$ cat src/rtl/sort_word_demux_loader.sv
`default_nettype none
// ============================================================================
// Module   : sort_word_demux_loader
// Brief    : Scatters a valid/ready word stream into four slot registers and
//            holds the completed frame until the compare/swap stage takes it.
// Revision : 1.0 - initial release
// ============================================================================
module sort_word_demux_loader #(
    parameter int data_in_width = 16,
    parameter bit ZERO_ON_FLUSH = 1'b0
) (
    input  logic                     clk,
    input  logic                     rst,
    input  logic [data_in_width-1:0] in_data,
    input  logic                     in_valid,
    output logic                     in_ready,
    input  logic                     flush,
    output logic [data_in_width-1:0] q0,
    output logic [data_in_width-1:0] q1,
    output logic [data_in_width-1:0] q2,
    output logic [data_in_width-1:0] q3,
    output logic                     frame_valid,
    input  logic                     frame_ready,
    output logic [2:0]               fill_count
);

    typedef enum logic [0:0] {
        FILL = 1'b0,
        HOLD = 1'b1
    } state_t;

    state_t                   r_state;
    state_t                   w_state_nxt;
    logic [2:0]               r_fill_count;
    logic [data_in_width-1:0] r_slot [4];
    logic                     w_accept;
    logic                     w_release;

    assign in_ready  = (r_state == FILL) & ~flush;
    assign w_accept  = in_valid & in_ready;
    // Flush outranks release, so a frame flushed in HOLD is never handed over.
    assign w_release = (r_state == HOLD) & frame_ready & ~flush;

    always_comb begin
        w_state_nxt = r_state;
        if (flush) begin
            w_state_nxt = FILL;
        end else begin
            case (r_state)
                FILL: if (w_accept && r_fill_count == 3'd3) w_state_nxt = HOLD;
                HOLD: if (w_release) w_state_nxt = FILL;
                default: w_state_nxt = FILL;
            endcase
        end
    end

    always_ff @(posedge clk) begin
        if (rst) r_state <= FILL;
        else     r_state <= w_state_nxt;
    end

    always_ff @(posedge clk) begin
        if (rst) begin
            r_fill_count <= 3'd0;
            for (int i = 0; i < 4; i++) r_slot[i] <= '0;
        end else if (flush) begin
            r_fill_count <= 3'd0;
            if (ZERO_ON_FLUSH) begin
                for (int i = 0; i < 4; i++) r_slot[i] <= '0;
            end
        end else if (w_accept) begin
            r_slot[r_fill_count[1:0]] <= in_data;
            r_fill_count              <= r_fill_count + 3'd1;
        end else if (w_release) begin
            r_fill_count <= 3'd0;
        end
    end

    assign q0          = r_slot[0];
    assign q1          = r_slot[1];
    assign q2          = r_slot[2];
    assign q3          = r_slot[3];
    assign frame_valid = (r_state == HOLD);
    assign fill_count  = r_fill_count;

endmodule
`default_nettype wire
$ cat config.mk
export PLATFORM = sky130hd
export DESIGN_NAME = sort_word_demux_loader
export DESIGN_NICKNAME = d
export VERILOG_FILES = /design/src/rtl/sort_word_demux_loader.sv
export SDC_FILE = /design/constraint.sdc
export NUM_CORES = 1
export LEC_CHECK = 0
export ABC_AREA = 0
export BUFFER_PORTS_ARGS = -buffer_cell sky130_fd_sc_hd__buf_2
export CAP_MARGIN = 20
export CORE_MARGIN = 2
export CORE_UTILIZATION = 35
export DETAILED_ROUTE_END_ITERATION = 10
export GPL_TIMING_DRIVEN = 0
export SLEW_MARGIN = 10
export SYNTH_ARGS = -nofsm -noshare
export SYNTH_HDL_FRONTEND = slang
export SYNTH_SLANG_ARGS = --single-unit
export TNS_END_PERCENT = 1
$ cat constraint.sdc
create_clock -name clk -period 3.55 [get_ports clk]
set_input_delay 0.71 -clock clk [delete_from_list [all_inputs] [get_ports clk]]
set_output_delay 0.71 -clock clk [all_outputs]
set_load 0.005 [all_outputs]
== Yosys cells after proc, flatten, opt, wreduce, memory -nomap -nowiden ==
Memories as Yosys holds them, arrays and structs flattened.
Index checks and enable logic that the tools add are counted.

* Logic and storage cells: 29
* Register bits: 4
* RAM bits: 64
* Input port bits: 21
* Memories: 1

* Add/subtract/negate cells: 1
* Equal/unequal tests: 1
* Bitwise logic cells: 6
* Reductions and logical operators: 4
* Mux-type cells: 14

{| class="wikitable"
|+ Memory list
! memory !! depth !! bits a word !! rd ports !! clocked after memory_dff !! write ports !! line !! RTL
|-
| r_slot || 4 || 16 || 4 || 0 || 4 || 35 || <nowiki>logic [data_in_width-1:0] r_slot [4];</nowiki>
|}

{| class="wikitable"
|+ Operators by type and width
! kind !! number
|-
| 16-bit 2-to-1 mux || 1
|-
| 16-bit OR reduction || 1
|-
| 1-bit 2-to-1 mux || 9
|-
| 3-bit 2-to-1 mux || 2
|-
| 1-bit AND || 4
|-
| 3-bit by 1-bit adder with 3-bit output, second input constant || 1
|-
| 3-bit by 2-bit equality test with 1-bit output, second input constant || 1
|-
| 2-bit 2-to-1 mux || 1
|-
| 1-bit inverter || 2
|-
| 1-bit case mux with 2 select lines || 1
|-
| 2-bit nonzero test || 1
|-
| 2-bit OR reduction || 1
|-
| 1-bit logical AND || 1
|}

== Depth between registers and ports, before layout ==
* Depth after elaboration: 9
* Depth in mapped cells: 5

== Worst setup path before layout ==
Ideal clock, no wire load.

* Kind: in2reg
* Start: input port flush
* End: memory r_slot[0][0], enable pin
* Required time: 3.158 ns
* Arrival time: 2.375 ns
* Cell stages on the path: 4
* Path slack: 0.783 ns
* Buffers on the path: 2
* Setup time: 0.392 ns
* Cell sequence: or4b_1 -> buf_2 -> buf_2 -> o21bai_1

{| class="wikitable"
|+ RTL lines
! element !! line !! RTL
|-
| start: declaration || 17 || <nowiki>input logic flush,</nowiki>
|-
| end: declaration || 35 ||
|}

==> impl_metrics.tcl <==
set metrics [dict create \
    power.combinational.fraction_pct 7.0 \
    netlist_area_sq_um 2710 \
    gpl.final_weighted_congestion 0.818 \
    via_count 1934 \
    most_common_library_cell_in_the_layout_ignoring_fill_and_taps "sky130_fd_sc_hd__buf_2" \
    cts_repair_resize_count 0 \
    power.density_cell_area_nw_per_um2 516 \
    post-cts-setup-buffers 0 \
    grt_max_degree 17 \
    max-slew-margin-rel_pct 41.3 \
    cts_inserted_buffers 9 \
    power_frac_seq_pct 50.8 \
    maxCapViolations 0 \
    grt_first_pass_wirelength_mm 9.95 \
    post_cts_hold_buffers 0 \
    clock_sinks 68 \
    average_size_of_a_mapped_cell_sq_um 13.3 \
    syn-instance-count 203 \
    post_drt_wl_per_cell_um 15.8 \
    fmax_mhz 399 \
    reg2regPathDepth 4 \
    global_route.peak_usage_layer "met2" \
    worst_hold_path.num_cells 2 \
    critPathMaxFanout 16 \
    die_x_um 91.9 \
    hp-start "frame_valid" \
    hold_end "frame_valid" \
    post_route_cells_drive_above_1_share_pct 38.6 \
    clock_power_share_pct 42.2 \
    design.portCount 90 \
    dp_slack_ns 0.659 \
    synth-seq-cells 68 \
    max_slew_vio_count 0 \
    buffer_ports.inserted 89 \
    place_hpwl_mm 4.60 \
    critical_path.reg2reg.startpoint "frame_valid" \
    fin_setup_tns_ns 0 \
    synth_top_area_share_pct 71.0 \
    synth_xor_xnor_area_share_pct 0 \
    power.leakage_uw 0.00147 \
    totalWireLength_mm 6.49 \
    grt_util_all_layers_pct 16.1 \
    post_synth_and_or_nand_nor_area_fraction_pct 15.8 \
    yosys-top-cells-area "sky130_fd_sc_hd__edfxtp_1 (71%), sky130_fd_sc_hd__nor3_1 (8.9%), sky130_fd_sc_hd__dfxtp_1 (3.0%)" \
    required_time_at_the_worst_slack_endpoint_ns 3.52 \
    insertedDiodeCount 0 \
    worst_setup_hold_path_clk_slew_ns 0.07 \
    mux_cell_area_share_after_synthesis_pct 0.416 \
    area_enclosed_by_the_die_boundary_sq_um 8450 \
    final_min_period_over_clock_period_pct 70.6 \
    starting_density_of_the_core_pct 35.6 \
    worstSetupEndpointType "flip-flop" \
    final_cell_mix "sky130_fd_sc_hd__buf_2 (91), sky130_fd_sc_hd__edfxtp_1 (64), sky130_fd_sc_hd__nor3_1 (48), sky130_fd_sc_hd__inv_1 (19), sky130_fd_sc_hd__nor2_1 (17)" \
    intPower_uw 1420 \
    worst_case_clock_buffer_depth 2 \
    drtAntennaViolNets 0 \
    clock_latency_ns 0.34 \
    cts-htree-levels 3 \
    floorplan.die.height_um 91.9 \
    tritoncts_clock_tree "built" \
    synth.yosys.warnings 0 \
    via_per_inst 4.72 \
    fill_cells 739 \
    drc 0 \
    clock_tree_root_driver_cell "sky130_fd_sc_hd__clkbuf_8" \
    setup_ws_ns 1.04 \
    synthAdderAreaFrac_pct 0.925 \
    peakVddDrop_v 0.000237 \
    yosys.area.top_type "sky130_fd_sc_hd__edfxtp_1" \
    final_nets 326 \
    fin_worst_hold_slack_ns 0.545 \
    tightest_slew_ns 0.880 \
    worst_r2r_endpoint "r_slot[0][15]" \
    ff2ff_setup_slack_ns 1.23 \
    grt.overflow.total 0 \
    finalCriticalPeriod_ns 2.51 \
    synth_top_family_by_area "simple AND/OR/NAND/NOR gates" \
    grtUsageMet1_pct 20.4 \
    synth_compound_area_share_pct 2.27 \
    layout-area-overhead-vs-synth_pct 30.3 \
    yosys.cell_types.count 21 \
    timing.final.setup_violations 0 \
    timing.final.hold_violations 0 \
    antenna_found_initial 0 \
    arrival_ns 2.48 \
    syn-num-nets 226 \
    ys_seq_area_share_pct 74.0 \
    path_class "input port to flip-flop" \
    status "complete, no violations" \
    unrepaired_setup_endpoints_after_global_routing "false" \
    class_of_the_worst_hold_path "flip-flop to flip-flop" \
    grt.met2_usage_pct 25.6 \
    grtUsageMet3_pct 4.68 \
    placement_rows 32 \
    start_kind "input port" \
    area_of_the_core_sq_um 7610 \
    drt_iter0_drc 110 \
    fin_worst_skew_ns 0.00802 \
    power_switching_share_pct 21.7 \
    total_switching_power_uw 394 \
    dr.pass1.iters 4 \
    grt_pass1_vias 1874 \
]
## cell families (layout without fill, tap and decap cells)
kind of cell             Yosys count  count (layout)
flip-flops                        68              68
buffers and inverters             35             140
multiplexers                       1               1
AND/OR/NAND/NOR                   89              89
adder cells (fa/ha/maj)            2               2
AO/OA/AOI/OAI                      8               8
## power by group through the flow
stage / sequential, uW / clock (uW) / combinational (uW)
finish: 924 / 767 / 127
global route: 927 / 807 / 141
CTS: 924 / 774 / 129
detailed placement: 941 / 0 / 129
global placement: 942 / 0 / 125
floorplan: 945 / 0 / 51.2
## how the worst max path moves through the flow
| stage | from | slack, ns | depth (start not counted) | endpoint |
|---|---|---|---|---|
| final | rst | 1.04 | 5 | r_slot[0][15] |
| after global routing | rst | 0.92 | 5 | r_slot[0][5] |
| after CTS | rst | 1.03 | 5 | r_slot[0][12] |
| after detailed placement | rst | 0.66 | 5 | r_slot[0][13] |
| after global placement | rst | 0.23 | 5 | r_slot[0][11] |
| after floorplan | flush | 0.78 | 4 | r_slot[0][0] |
## area by class of cell
class / instances / area, sq um / share of cell area (%)
plain buffers: 16 / 108 / 3.05
clock buffers: 9 / 124 / 3.51
multi-input cells: 100 / 532 / 15.1
inverters: 19 / 71.3 / 2.02
clock inverters: 7 / 115 / 3.27
well taps: 102 / 128 / 3.62
repair buffers: 89 / 445 / 12.6
flip-flops and latches: 68 / 2000 / 56.8
## metal layers
metal	share of wire (%)	wire length (um)
met5	0	0
met3	8.5	552
met4	1.8	115
met1	41	2670
met2	49	3150
## Yosys cell counts, drive strengths merged
cell    count
nor2       17
dfxtp       4
or2         1
mux2        1
or3b        3
or4b        1
a41o        2
o21bai      2
o22ai       3
inv        19
a211oi      1
nor3       48
nand2      16
ha          2
edfxtp     64
buf        11
nand2b      2
clkbuf      5
nand3b      1
## registers in the layout, indices dropped and copies added, names as in the netlist
name and cells:
frame_valid 1, fill_count 3, r_slot 64
## stage by stage
stage | power (uW) | cells | util (%) | cell area, sq um
4_1_cts | 1830 | 410 | 46.3 | 3520
2_1_floorplan | 996 | 203 | - | 2710
3_3_place_gp | 1070 | 394 | 43.1 | 3280
6_report | 1820 | 410 | 46.3 | 3520
3_5_place_dp | 1070 | 394 | 43.2 | 3290
5_1_grt | 1880 | 410 | 46.3 | 3520
## worst max-delay path, stage by stage
cell,delay [ns]
sky130_fd_sc_hd__buf_2,0.15
sky130_fd_sc_hd__or4b_1,0.49
sky130_fd_sc_hd__buf_2,0.19
sky130_fd_sc_hd__buf_2,0.21
sky130_fd_sc_hd__o21bai_2,0.72
No activity file was read; power rests on OpenSTA's default activity.
